--- config.mk ---
export PLATFORM = sky130hd
export DESIGN_NAME = dac_spi_receiver_flat
export DESIGN_NICKNAME = d
export VERILOG_FILES = /design/src/rtl/dac_spi_receiver_pkg.sv /design/src/rtl/dac_spi_receiver_if.sv /design/src/rtl/dac_spi_receiver_sync_edge.sv /design/src/rtl/dac_spi_receiver.sv /design/src/flat_wrapper.sv
export SDC_FILE = /design/constraint.sdc
export NUM_CORES = 1
export LEC_CHECK = 0
export CAP_MARGIN = 0
export CORE_MARGIN = 2
export CORE_UTILIZATION = 50
export CTS_BUF_LIST = sky130_fd_sc_hd__clkbuf_8
export DETAILED_ROUTE_END_ITERATION = 6
export PLACE_DENSITY_LB_ADDON = 0.1
export SLEW_MARGIN = 30
export SYNTH_ARGS = -nofsm -noshare
export SYNTH_HDL_FRONTEND = slang
export SYNTH_SLANG_ARGS = --single-unit
--- constraint.sdc ---
create_clock -name clk -period 7.35 [get_ports clk]
set_input_delay 1.47 -clock clk [delete_from_list [all_inputs] [get_ports clk]]
set_output_delay 1.47 -clock clk [all_outputs]
set_load 0.005 [all_outputs]
--- src/rtl/dac_spi_receiver_pkg.sv ---
// rtl/dac_spi_receiver_pkg.sv - shared frame layout, FSM states and channel type for the DAC link receiver
//
// Purpose: definitions shared by the DAC link receiver files (frame width,
//          code width, frame bit indices, FSM state encoding, channel record).
// Ports:   none (package).
package dac_spi_receiver_pkg;

  localparam int FRAME_BITS = 16;
  localparam int DATA_W     = 12;
  localparam int AB_BIT     = 15;   // 1 = channel B
  localparam int SHDN_BIT   = 12;   // 1 = channel active
  // Bit counter must reach FRAME_BITS+1 so over-long frames are distinguishable.
  localparam int CNT_W      = $clog2(FRAME_BITS + 2);

  typedef enum logic [0:0] {
    IDLE  = 1'b0,
    SHIFT = 1'b1
  } state_t;

  typedef struct packed {
    logic              on;
    logic [DATA_W-1:0] code;
  } chan_t;

  // A shut-down channel always presents a zero code.
  function automatic logic [DATA_W-1:0] gated_code(input chan_t c);
    return c.on ? c.code : '0;
  endfunction

endpackage

--- src/rtl/dac_spi_receiver_if.sv ---
// rtl/dac_spi_receiver_if.sv - link pins and decoded outputs of the DAC link receiver
//
// Purpose: bundles the four serial link pins and the decoded DAC outputs.
// Ports (signals):
//   spi_csn, spi_sclk, spi_mosi, spi_latchn  link pins (master drives)
//   dac_a, dac_b [DATA_W]                    decoded channel codes
//   dac_a_on, dac_b_on                       channel active flags
//   update, frame_err                        one-cycle status pulses
// Modports: master = link driver / observer, slave = receiver.
interface dac_spi_receiver_if;
  import dac_spi_receiver_pkg::*;

  logic              spi_csn;
  logic              spi_sclk;
  logic              spi_mosi;
  logic              spi_latchn;
  logic [DATA_W-1:0] dac_a;
  logic [DATA_W-1:0] dac_b;
  logic              dac_a_on;
  logic              dac_b_on;
  logic              update;
  logic              frame_err;

  modport master (
    output spi_csn, spi_sclk, spi_mosi, spi_latchn,
    input  dac_a, dac_b, dac_a_on, dac_b_on, update, frame_err
  );

  modport slave (
    input  spi_csn, spi_sclk, spi_mosi, spi_latchn,
    output dac_a, dac_b, dac_a_on, dac_b_on, update, frame_err
  );

endinterface

--- src/rtl/dac_spi_receiver_sync_edge.sv ---
// rtl/dac_spi_receiver_sync_edge.sv - pin synchroniser with registered rise/fall pulses
//
// Purpose: brings one asynchronous pin into the clk domain through
//          SYNC_STAGES flops and flags its edges.
// Ports:
//   clk, reset  clock, asynchronous active-high reset
//   din         asynchronous pin
//   level       synchronised level, time-aligned with rise/fall
//   rise, fall  one-cycle edge pulses
module sync_edge #(
  parameter int   SYNC_STAGES = 2,
  parameter logic INIT        = 1'b0   // idle level of the pin, avoids a false edge after reset
) (
  input  logic clk,
  input  logic reset,
  input  logic din,
  output logic level,
  output logic rise,
  output logic fall
);

  logic [SYNC_STAGES-1:0] sync_q;

  always_ff @(posedge clk or posedge reset) begin
    if (reset) begin
      sync_q <= {SYNC_STAGES{INIT}};
      level  <= INIT;
      rise   <= 1'b0;
      fall   <= 1'b0;
    end else begin
      sync_q <= {sync_q[SYNC_STAGES-2:0], din};
      level  <= sync_q[SYNC_STAGES-1];
      rise   <= sync_q[SYNC_STAGES-1] & ~level;
      fall   <= ~sync_q[SYNC_STAGES-1] & level;
    end
  end

endmodule

--- src/rtl/dac_spi_receiver.sv ---
// rtl/dac_spi_receiver.sv - decodes MCP4922-style DAC link frames into per-channel codes
//
// Purpose: oversamples csn/sclk/mosi/latchn, shifts 16-bit frames MSB first,
//          commits good frames to a per-channel pending register and transfers
//          the pending registers to the outputs on a latchn fall.
// Ports:
//   clk    system clock (>= 4x sclk)
//   reset  asynchronous, active-high
//   bus    dac_spi_receiver_if.slave: link pins in, dac_a/dac_b/dac_*_on,
//          update and frame_err out
// Configuration: DAC_RX_AUTOLATCH_EN - when defined, latchn is ignored and each
//          good frame is transferred to its channel output one cycle after commit.
module dac_spi_receiver
  import dac_spi_receiver_pkg::*;
#(
  parameter int SYNC_STAGES = 2
) (
  input  logic          clk,
  input  logic          reset,
  dac_spi_receiver_if.slave bus
);

  logic csn_rise, csn_fall, sclk_rise, mosi_lvl, latchn_fall;
  logic unused_csn_lvl, unused_sclk_lvl, unused_sclk_fall;
  logic unused_mosi_rise, unused_mosi_fall, unused_latchn_lvl, unused_latchn_rise;

  sync_edge #(.SYNC_STAGES(SYNC_STAGES), .INIT(1'b1)) u_csn (
    .clk(clk), .reset(reset), .din(bus.spi_csn),
    .level(unused_csn_lvl), .rise(csn_rise), .fall(csn_fall)
  );

  sync_edge #(.SYNC_STAGES(SYNC_STAGES), .INIT(1'b0)) u_sclk (
    .clk(clk), .reset(reset), .din(bus.spi_sclk),
    .level(unused_sclk_lvl), .rise(sclk_rise), .fall(unused_sclk_fall)
  );

  sync_edge #(.SYNC_STAGES(SYNC_STAGES), .INIT(1'b0)) u_mosi (
    .clk(clk), .reset(reset), .din(bus.spi_mosi),
    .level(mosi_lvl), .rise(unused_mosi_rise), .fall(unused_mosi_fall)
  );

  sync_edge #(.SYNC_STAGES(SYNC_STAGES), .INIT(1'b1)) u_latchn (
    .clk(clk), .reset(reset), .din(bus.spi_latchn),
    .level(unused_latchn_lvl), .rise(unused_latchn_rise), .fall(latchn_fall)
  );

  state_t                state;
  logic [FRAME_BITS-1:0] shift_q;
  logic [CNT_W-1:0]      cnt_q;
  chan_t                 pend_a, pend_b;
  chan_t                 pend_a_nxt, pend_b_nxt;
  chan_t                 new_chan;
  logic                  good_commit, bad_frame;
  logic                  xfer_a, xfer_b;
  logic [DATA_W-1:0]     dac_a_q, dac_b_q;
  logic                  dac_a_on_q, dac_b_on_q, update_q, frame_err_q;

  assign new_chan = '{on: shift_q[SHDN_BIT], code: shift_q[DATA_W-1:0]};

  // The commit is resolved combinationally so a transfer in the same cycle
  // already sees the frame that just ended.
  always_comb begin
    good_commit = 1'b0;
    bad_frame   = 1'b0;
    pend_a_nxt  = pend_a;
    pend_b_nxt  = pend_b;
    if (state == SHIFT && csn_rise) begin
      if (cnt_q == CNT_W'(FRAME_BITS)) begin
        good_commit = 1'b1;
        if (shift_q[AB_BIT]) pend_b_nxt = new_chan;
        else                 pend_a_nxt = new_chan;
      end else begin
        bad_frame = 1'b1;
      end
    end
  end

`ifdef DAC_RX_AUTOLATCH_EN
  logic auto_a_q, auto_b_q;
  logic unused_latchn_fall;

  assign unused_latchn_fall = latchn_fall;
  assign xfer_a = auto_a_q;
  assign xfer_b = auto_b_q;

  always_ff @(posedge clk or posedge reset) begin
    if (reset) begin
      auto_a_q <= 1'b0;
      auto_b_q <= 1'b0;
    end else begin
      auto_a_q <= good_commit & ~shift_q[AB_BIT];
      auto_b_q <= good_commit &  shift_q[AB_BIT];
    end
  end
`else
  assign xfer_a = latchn_fall;
  assign xfer_b = latchn_fall;
`endif

  always_ff @(posedge clk or posedge reset) begin
    if (reset) begin
      state       <= IDLE;
      shift_q     <= '0;
      cnt_q       <= '0;
      pend_a      <= '0;
      pend_b      <= '0;
      dac_a_q     <= '0;
      dac_b_q     <= '0;
      dac_a_on_q  <= 1'b0;
      dac_b_on_q  <= 1'b0;
      update_q    <= 1'b0;
      frame_err_q <= 1'b0;
    end else begin
      pend_a      <= pend_a_nxt;
      pend_b      <= pend_b_nxt;
      frame_err_q <= bad_frame;
      update_q    <= xfer_a | xfer_b;
      if (xfer_a) begin
        dac_a_q    <= gated_code(pend_a_nxt);
        dac_a_on_q <= pend_a_nxt.on;
      end
      if (xfer_b) begin
        dac_b_q    <= gated_code(pend_b_nxt);
        dac_b_on_q <= pend_b_nxt.on;
      end
      case (state)
        IDLE: begin
          if (csn_fall) begin
            shift_q <= '0;
            cnt_q   <= '0;
            state   <= SHIFT;
          end
        end
        SHIFT: begin
          // csn rise wins over a coincident sclk rise: that last edge is dropped.
          if (csn_rise) begin
            state <= IDLE;
          end else if (sclk_rise) begin
            shift_q <= {shift_q[FRAME_BITS-2:0], mosi_lvl};
            if (cnt_q != CNT_W'(FRAME_BITS + 1)) cnt_q <= cnt_q + CNT_W'(1);
          end
        end
        default: state <= IDLE;
      endcase
    end
  end

  assign bus.dac_a     = dac_a_q;
  assign bus.dac_b     = dac_b_q;
  assign bus.dac_a_on  = dac_a_on_q;
  assign bus.dac_b_on  = dac_b_on_q;
  assign bus.update    = update_q;
  assign bus.frame_err = frame_err_q;

endmodule
--- src/flat_wrapper.sv ---
// flat-port wrapper written by rule: the top's interface ports become plain ports
module dac_spi_receiver_flat import dac_spi_receiver_pkg::*;
#(
  parameter int SYNC_STAGES = 2
)
  (clk, reset, bus_spi_csn, bus_spi_sclk, bus_spi_mosi, bus_spi_latchn, bus_dac_a, bus_dac_b, bus_dac_a_on, bus_dac_b_on, bus_update, bus_frame_err);
  dac_spi_receiver_if bus_i ();
  input  logic clk;
  input  logic reset;
  input wire logic [$bits(bus_i.spi_csn)-1:0] bus_spi_csn;
  input wire logic [$bits(bus_i.spi_sclk)-1:0] bus_spi_sclk;
  input wire logic [$bits(bus_i.spi_mosi)-1:0] bus_spi_mosi;
  input wire logic [$bits(bus_i.spi_latchn)-1:0] bus_spi_latchn;
  output wire logic [$bits(bus_i.dac_a)-1:0] bus_dac_a;
  output wire logic [$bits(bus_i.dac_b)-1:0] bus_dac_b;
  output wire logic [$bits(bus_i.dac_a_on)-1:0] bus_dac_a_on;
  output wire logic [$bits(bus_i.dac_b_on)-1:0] bus_dac_b_on;
  output wire logic [$bits(bus_i.update)-1:0] bus_update;
  output wire logic [$bits(bus_i.frame_err)-1:0] bus_frame_err;
  assign bus_i.spi_csn = bus_spi_csn;
  assign bus_i.spi_sclk = bus_spi_sclk;
  assign bus_i.spi_mosi = bus_spi_mosi;
  assign bus_i.spi_latchn = bus_spi_latchn;
  assign bus_dac_a = bus_i.dac_a;
  assign bus_dac_b = bus_i.dac_b;
  assign bus_dac_a_on = bus_i.dac_a_on;
  assign bus_dac_b_on = bus_i.dac_b_on;
  assign bus_update = bus_i.update;
  assign bus_frame_err = bus_i.frame_err;
  dac_spi_receiver #(.SYNC_STAGES(SYNC_STAGES)) u_core (.clk(clk), .reset(reset), .bus(bus_i));
endmodule
==> impl_metrics.yaml, run 1 <==
run_status:
  status: "finished, final reports clean"
global_routing:
  grt_pass1_vias: 2668
  grt_max_degree: 87
  antenna_found_initial: 0
  grt_overflow: 0
  track_usage_pct: 19.8
  grt_pass1_wl_um: 13300
sta:
  period_share_pct: 37.3
  max_slew_margin_pct: 45.6
  holdWs_ns: 0.353
  rsz0062_at_grt: "false"
  hold_viol_final: 0
  period_needed_ns: 2.74
  finalSetupViolCount: 0
  skew_ns: 0.0171
  final_max_slew_viol_count: 0
  finalSetupTns_ns: 0
  timing.fmax_ghz: 0.365
  tightestPinTransition_ns: 0.816
detailed_routing:
  ant_nets: 0
  drc: 0
  wl_per_cell_um: 16.2
  drtPass1Iterations: 4
  routed_via_density: 5.56
  wl_um: 7760
  detail_route.iter0.violations: 162
  dr_total_vias: 2656
floorplan:
  die_w_um: 93.0
  start_util_pct: 51.5
  die_y_um: 93.0
  core_area_sq_um: 7690
  die_area_sq_um: 8640
  num_io_pins: 34
  row_count: 32
critical_path:
  cp_slowest_stage_delay_ns: 0.54
  crit_type: "flop to output pin"
  slowest_stage: "clkdlybuf4s50_1"
  worstPathMaxFanout: 2
  critPathLaunchType: "flop"
  cp_cell_sequence: "clkdlybuf4s50_1"
  critPathCaptureType: "output pin"
  crit_arrival_ns: 1.27
  critPathTopFamily: "buffers and inverters"
  required_ns: 5.88
  cp.buffers_inverters: 1
yosys:
  synth_nets: 360
  yosys_most_used_dff: "dfrtp_1"
  async_flop_share_pct: 100
  yosysWarnings: 0
  synth_area_sq_um: 3960
  syn_avg_cell_area_sq_um: 11.3
  synth_edf_count: 0
  ys_seq_elements: 92
  ys_seq_area_share_pct: 58.4
  yosysUniqueCellTypes: 33
  syn_inst: 351
place:
  dpl_cell_area_sq_um: 4300
  port_buffers: 33
  place_inst: 462
  place_hpwl_um: 4780
  place.gp.congestion: 0.747
layout:
  instances_no_fill: 478
  antenna_cells: 0
  nNetsFinal: 380
  mostFrequentLayoutCells: "dfrtp_1, inv_1, nand3_1, clkdlybuf4s50_1, nand2_1"
  drive_above_1_share_pct: 13.8
  final_common_cell: "dfrtp_1"
  stdcell_area_sq_um: 4480
  area_growth_pct: 13.3
  finalCoreUtilization_pct: 58.3
run:
  maxCapViolCount: 0
cts:
  clkSlewWorstSetupHoldPaths_ns: 0.08
  ctsResizeCount: 0
  clockBufferDepth: 2
  cts_tree: "done"
  cts_setup_buffers: 0
  root_buffer: "clkbuf_8"
  clk_latency_ns: 0.35
  numCtsBuffers: 9
  cts_num_sinks: 92
  ctsHoldBuffers: 0
  htreeDepth: 3
pwr:
  power_per_cell_area_nw_per_um2: 208
  ir_worst_vdd_v: 0.000101
  p_leak_nw: 1.98
worst_hold_path:
  hold_class: "flop to flop"
==> cells in the mapped netlist (all sizes together), types with 4 or more instances <==
cell    number  area, sq um
nand2       32          120
nand3       42          210
clkbuf      17         63.8
buf         10         80.1
nor2b        5         31.3
dfrtp       86         2150
o31ai       16          120
and2         4         27.5
dfstp        6          158
o221ai      26          228
and3        13         81.3
inv         46          173
mux2        26          319
==> cell type report <==
| type | count | area [sq um] |
|---|---|---|
| fill | 666 | 3200 |
| timing repair buffer | 36 | 357 |
| clock buffer | 9 | 124 |
| multi-input combinational | 186 | 1330 |
| clock inverter | 7 | 61.3 |
| tap | 102 | 128 |
| sequential | 92 | 2310 |
| inverter | 46 | 174 |
==> cells by family after synthesis <==
family,synth area share [%]
AND/OR/NAND/NOR,13.9
flip-flops,58.4
buffers and inverters,8.00
AO/OA/AOI/OAI,9.96
multiplexers,8.82
adder cells (fa/ha/maj),0.949
==> per-stage QoR <==
step                setup slack [ns]  power [mW]
global route                    4.57       0.977
CTS                             4.60       0.941
detailed placement              4.62       0.620
global placement                4.35       0.617
floorplan                       3.50       0.599
finish                          4.61       0.931
==> final timing paths <==
check | from | endpoint | slack, ns | cells past startpoint
min in group asynchronous | reset | u_core.bus.dac_a_on | 1.31 | 2
worst min-delay path | u_core.u_sclk.sync_q[0] | u_core.u_sclk.sync_q[1] | 0.35 | 0
worst min register to register | u_core.u_sclk.sync_q[0] | u_core.u_sclk.sync_q[1] | 0.35 | 0
max in group asynchronous | reset | u_core.pend_a[0] | 5.10 | 3
worst max register to register | u_core.cnt_q[0] | u_core.pend_a[1] | 4.88 | 5
worst max-delay path | u_core.bus.dac_b[4] | bus_dac_b[4] | 4.61 | 1
==> power by group <==
group | switching, mW | total [mW] | internal [mW]
sequential | 0.0167 | 0.540 | 0.523
combinational | 0.0451 | 0.0691 | 0.0240
clock | 0.168 | 0.322 | 0.154
==> layer usage <==
layer | routed length (um) | vias to the layer above | global-route usage, % | part of all wire, %
met2 | 3710 | 47 | 31.9 | 48
met5 | 0 | - | 0 | 0
met4 | 135 | 0 | 7.48 | 1.7
li1 | - | 1263 | - | -
met1 | 3630 | 1335 | 27.1 | 47
met3 | 289 | 11 | 3.09 | 3.7
==> registers in the layout (all words and copies together), names as in the netlist, 2 cells and up <==
signal,flops
u_core.bus.dac_a,12
u_core.bus.dac_b,12
u_core.cnt_q,5
u_core.pend_a,13
u_core.pend_b,13
u_core.shift_q,16
u_core.u_csn.sync_q,2
u_core.u_latchn.sync_q,2
u_core.u_mosi.sync_q,2
u_core.u_sclk.sync_q,2
Power figures use the tool's default switching activity.
==> run 2: changes to the inputs <==
==> constraint.sdc (replaced) <==
create_clock -name clk -period 2.8 [get_ports clk]
set_input_delay 0.56 -clock clk [delete_from_list [all_inputs] [get_ports clk]]
set_output_delay 0.56 -clock clk [all_outputs]
set_load 0.005 [all_outputs]
==> run 2 against run 1 <==
Compared with the run above: via count up 2.0%; final cell count increased by 1.5%; hold slack got worse by 0.0016 ns; flip-flop and latch count unchanged; count of clock-buffer cells in the layout rose by 1; non-clock buffer count increased by 7.
==> impl_metrics.yaml, run 2 (synthesis results as in run 1) <==
run_status:
  status: "finished, final reports clean"
detailed_routing:
  wl_um: 7920
  ant_nets: 0
  detail_route.iter0.violations: 182
  wl_per_cell_um: 16.3
  routed_via_density: 5.59
  drtPass1Iterations: 4
  dr_total_vias: 2710
  drc: 0
cts:
  cts_num_sinks: 92
  ctsResizeCount: 0
  cts_setup_buffers: 0
  clk_latency_ns: 0.35
  clockBufferDepth: 2
  clkSlewWorstSetupHoldPaths_ns: 0.08
  htreeDepth: 3
  root_buffer: "clkbuf_8"
  numCtsBuffers: 9
  cts_tree: "done"
  ctsHoldBuffers: 0
sta:
  tightestPinTransition_ns: 0.541
  skew_ns: 0.0103
  timing.fmax_ghz: 0.482
  finalSetupTns_ns: 0
  finalSetupViolCount: 0
  period_share_pct: 74.2
  period_needed_ns: 2.08
  max_slew_margin_pct: 63.9
  holdWs_ns: 0.352
  rsz0062_at_grt: "false"
  final_max_slew_viol_count: 0
  hold_viol_final: 0
critical_path:
  crit_type: "flop to flop"
  ff2ff_setup_slack_ns: 0.72
  crit_arrival_ns: 2.32
  critPathLaunchType: "flop"
  required_ns: 3.04
  worstPathMaxFanout: 18
  critPathCaptureType: "flop"
layout:
  area_growth_pct: 14.4
  final_common_cell: "dfrtp_1"
  multi_input_area_sq_um: 1330
  reg_top3: "u_core.shift_q (16), u_core.pend_a (13), u_core.pend_b (13)"
  top_register: "u_core.shift_q"
  mostFrequentLayoutCells: "dfrtp_1, inv_1, nand3_1, clkdlybuf4s50_1, nand2_1"
  fill_cells: 666
  seq_area_sq_um: 2310
  drive_above_1_share_pct: 14.6
  finalCoreUtilization_pct: 58.9
  largest_reg_flops: 16
  nNetsFinal: 387
  antenna_cells: 0
run:
  maxCapViolCount: 0
pwr:
  ir_worst_vdd_v: 0.000322
  p_sw_share_pct: 25.0
  p_leak_nw: 2.01
  power_per_cell_area_nw_per_um2: 523
  p_seq_share_pct: 60.1
  clkPwrFrac_pct: 32.3
  combinationalPowerShare_pct: 7.7
  power.switching_mw: 0.592
  p_int_mw: 1.77
global_routing:
  track_usage_pct: 20.4
  grt_max_degree: 93
  antenna_found_initial: 0
  grt_pass1_vias: 2705
  grt_overflow: 0
  grt_pass1_wl_um: 13700
floorplan:
  die_y_um: 93.0
  num_io_pins: 34
  start_util_pct: 51.5
  die_area_sq_um: 8640
  die_w_um: 93.0
  row_count: 32
  core_area_sq_um: 7690
place:
  port_buffers: 33
  place_hpwl_um: 5310
  place.gp.congestion: 0.808
worst_hold_path:
  hold_class: "flop to flop"
run 2: changes by cell type in the layout (fill, tap and decap cells not counted), sizes merged:
cell      delta
inv          +1
bufinv       -1
clkbuf       +1
buf          +7
clkinv       -2
clkinvlp     +1
run 2: stage by stage:
step	power, mW	setup slack (ns)	cells	area (sq um)
2_1_floorplan	1.57	1.05	351	3960
3_3_place_gp	1.63	0.796	469	4360
3_5_place_dp	1.63	0.731	469	4360
4_1_cts	2.40	0.731	485	4530
5_1_grt	2.48	0.588	485	4530
6_report	2.37	0.724	485	4530
run 2: layout make-up:
class / count / area share (%)
multi-input cells: 186 / 29.4
repair buffers: 43 / 9.23
flip-flops and latches: 92 / 51.0
inverters: 46 / 3.90
clock buffers: 10 / 3.04
well taps: 102 / 2.82
clock inverters: 6 / 0.581
run 2: per-layer routing:
layer / global-route usage (%) / up-vias / part of all wire, %
met3: 2.93 / 15 / 2.7
li1: - / 1281 / -
met2: 33.2 / 46 / 48
met5: 0 / - / 0
met1: 27.8 / 1368 / 47
met4: 8.33 / 0 / 2.1
run 2: critical path: stages, from the launching register on:
cell      delay (ns)
dfrtp_1         0.41
inv_1           0.11
ha_1            0.14
and4bb_1        0.29
buf_4           0.24
and2_1          0.17
buf_4           0.24
mux2_2          0.36
run 2: final timing paths:
path,startpoint,endpoint,cells after the start
setup / recovery,u_core.cnt_q[0],u_core.pend_a[7],7
max in group asynchronous,reset,u_core.u_csn.level,3
setup reg to reg,u_core.cnt_q[0],u_core.pend_a[7],7
hold reg to reg,u_core.u_sclk.sync_q[0],u_core.u_sclk.sync_q[1],0
hold / removal,u_core.u_sclk.sync_q[0],u_core.u_sclk.sync_q[1],0
min in group asynchronous,reset,u_core.u_latchn.fall,3
run 2: power groups by stage:
stage	Clock, mW	Combinational (mW)	Sequential [mW]
after floorplan	0	0.144	1.43
after detailed placement	0	0.184	1.45
after global routing	0.837	0.210	1.43
after global placement	0	0.179	1.45
final	0.764	0.181	1.42
after CTS	0.790	0.184	1.42
==> run 3: changes to the inputs <==
==> constraint.sdc (replaced) <==
create_clock -name clk -period 1.72 [get_ports clk]
set_input_delay 0.344 -clock clk [delete_from_list [all_inputs] [get_ports clk]]
set_output_delay 0.344 -clock clk [all_outputs]
set_load 0.005 [all_outputs]
==> run 3 against run 2 <==
Compared with the run above: maximum frequency increased by 23%; critical path depth decreased by 1; setup slack got worse by 0.69 ns; die area unchanged; via count increased by 0.63%; total power increased by 82%; clock power increased by 110%; flip-flop and latch count unchanged; clock skew about the same; count of clock-buffer cells in the layout decreased by 1; first-iteration DRC count decreased by 37%; largest cell class unchanged.
==> impl_metrics.yaml, run 3 (synthesis results as in run 1) <==
pwr:
  power_per_cell_area_nw_per_um2: 903
  ir_worst_vdd_v: 0.000507
  p_leak_nw: 2.09
sta:
  tightestPinTransition_ns: 0.661
  skew_ns: 0.0103
  period_needed_ns: 1.68
  finalSetupViolCount: 0
  finalSetupTns_ns: 0
  rsz0062_at_grt: "true"
  timing.fmax_ghz: 0.594
  max_slew_margin_pct: 56.0
  hold_viol_final: 0
  final_max_slew_viol_count: 0
  period_share_pct: 97.8
critical_path:
  critPathCaptureType: "flop"
  crit_type: "flop to flop"
  cp_slowest_stage_delay_ns: 0.39
  worstPathMaxFanout: 6
  r2r_start: "u_core.cnt_q[0]"
  required_ns: 1.97
  slowest_stage: "dfrtp_1"
  regToRegEndpoint: "u_core.pend_a[7]"
  crit_arrival_ns: 1.93
  ff2ff_setup_slack_ns: 0.04
  critPathLaunchType: "flop"
  rr_worst_depth: 6
  cp_cell_sequence: "inv_2 -> ha_4 -> and4bb_2 -> and2_4 -> clkbuf_16 -> mux2_2"
run_status:
  status: "finished, final reports clean"
global_routing:
  grt_pass1_wl_um: 13400
  track_usage_pct: 20.0
  antenna_found_initial: 0
  grt_max_degree: 63
  grt_overflow: 0
  grt_pass1_vias: 2696
detailed_routing:
  routed_via_density: 5.51
  dr_total_vias: 2727
  drc: 0
  wl_um: 8320
  wl_per_cell_um: 16.8
  ant_nets: 0
  drtPass1Iterations: 5
  detail_route.iter0.violations: 114
cts:
  htreeDepth: 3
  root_buffer: "clkbuf_8"
  clkSlewWorstSetupHoldPaths_ns: 0.09
  numCtsBuffers: 9
  cts_tree: "done"
  clockBufferDepth: 2
  cts_num_sinks: 92
  clk_latency_ns: 0.36
floorplan:
  row_count: 32
  die_w_um: 93.0
  die_y_um: 93.0
  start_util_pct: 51.5
  num_io_pins: 34
  core_area_sq_um: 7690
  die_area_sq_um: 8640
layout:
  drive_above_1_share_pct: 19.1
  stdcell_area_sq_um: 4760
  largest_reg_flops: 16
  area_growth_pct: 20.3
  antenna_cells: 0
  fill_cells: 653
  final_common_cell: "dfrtp_1"
  reg_top3: "u_core.shift_q (16), u_core.pend_a (13), u_core.pend_b (13)"
  mostFrequentLayoutCells: "dfrtp_1, inv_1, nand3_1, clkdlybuf4s50_1, nand2_1"
  finalCoreUtilization_pct: 61.9
  top_register: "u_core.shift_q"
  nNetsFinal: 397
worst_hold_path:
  whs_path_depth: 0
  min_to: "u_core.u_mosi.level"
  hold_class: "flop to flop"
  hp-start: "u_core.u_mosi.sync_q[1]"
place:
  dpl_cell_area_sq_um: 4420
  place_hpwl_um: 5180
  place.gp.congestion: 0.796
  port_buffers: 33
run:
  maxCapViolCount: 0
-- run 3: changes by cell type in the layout (fill, tap and decap cells not counted), moves of 2 or more --
| cell | previous run | this run |
|---|---|---|
| mux2_4 | 7 | 15 |
| mux2_2 | 17 | 11 |
| buf_4 | 9 | 14 |
| inv_1 | 48 | 44 |
| and2_4 | 1 | 3 |
| buf_12 | 1 | 3 |
| bufinv_16 | 0 | 2 |
| clkbuf_16 | 0 | 2 |
| inv_2 | 0 | 2 |
| mux2_1 | 2 | 0 |
-- run 3: final cells by class --
| cell class | instances | area (sq um) | share of cell area [%] |
|---|---|---|---|
| clock buffers | 9 | 124 | 2.60 |
| clock inverters | 7 | 91.3 | 1.92 |
| flip-flops and latches | 92 | 2310 | 48.5 |
| repair buffers | 52 | 546 | 11.5 |
| multi-input cells | 187 | 1380 | 29.1 |
| inverters | 46 | 176 | 3.71 |
| well taps | 102 | 128 | 2.68 |
-- run 3: worst max-delay path: cells and delay by family, from the launching register on --
family	cells	cell delay [ns]
buf+inv	2	0.24
mux	1	0.33
fa+ha+maj	1	0.12
simple gates	2	0.49
flops	1	0.39
-- run 3: power by group --
group	internal [mW]	switching, mW
Combinational	0.194	0.245
Clock	0.816	0.756
Sequential	2.24	0.0500
-- run 3: metrics by stage --
stage                     power [mW]  instances  hold slack (ns)  worst slack (ns)
after global routing            4.51        495            0.364           -0.0114
after floorplan                 2.56        351            0.331           -0.0148
after detailed placement        2.74        474            0.340            0.0289
after CTS                       4.30        490            0.362            0.0132
after global placement          2.72        474            0.335            0.0702
final                           4.30        495            0.358            0.0373
-- run 3: how the worst max path moves through the flow --
stage	startpoint	endpoint	slack (ns)	depth (start not counted)
6_report	u_core.cnt_q[0]	u_core.pend_a[7]	0.04	6
5_1_grt	u_core.cnt_q[0]	u_core.pend_a[11]	-0.01	6
4_1_cts	u_core.cnt_q[1]	u_core.pend_b[3]	0.01	5
3_5_place_dp	u_core.cnt_q[1]	u_core.pend_b[3]	0.03	5
3_3_place_gp	u_core.cnt_q[0]	u_core.pend_b[12]	0.07	5
2_1_floorplan	u_core.cnt_q[0]	u_core.pend_b[10]	-0.01	8
-- run 3: what timing repair did --
| item | in CTS | in global routing |
|---|---|---|
| buffers inserted | 0 | 2 |
| endpoints found under the setup margin | 0 | 32 |
| hold buffers | 0 | 0 |
| resized for setup | 0 | 15 |
-- run 3: metal layers --
layer	part of all wire, %	GRT usage [%]	routed length (um)	up-vias
met5	0	0	0	-
met4	1.6	7.72	132	0
met3	4.5	4.23	372	12
met2	47	30.0	3940	63
met1	47	28.7	3880	1355
li1	-	-	-	1297
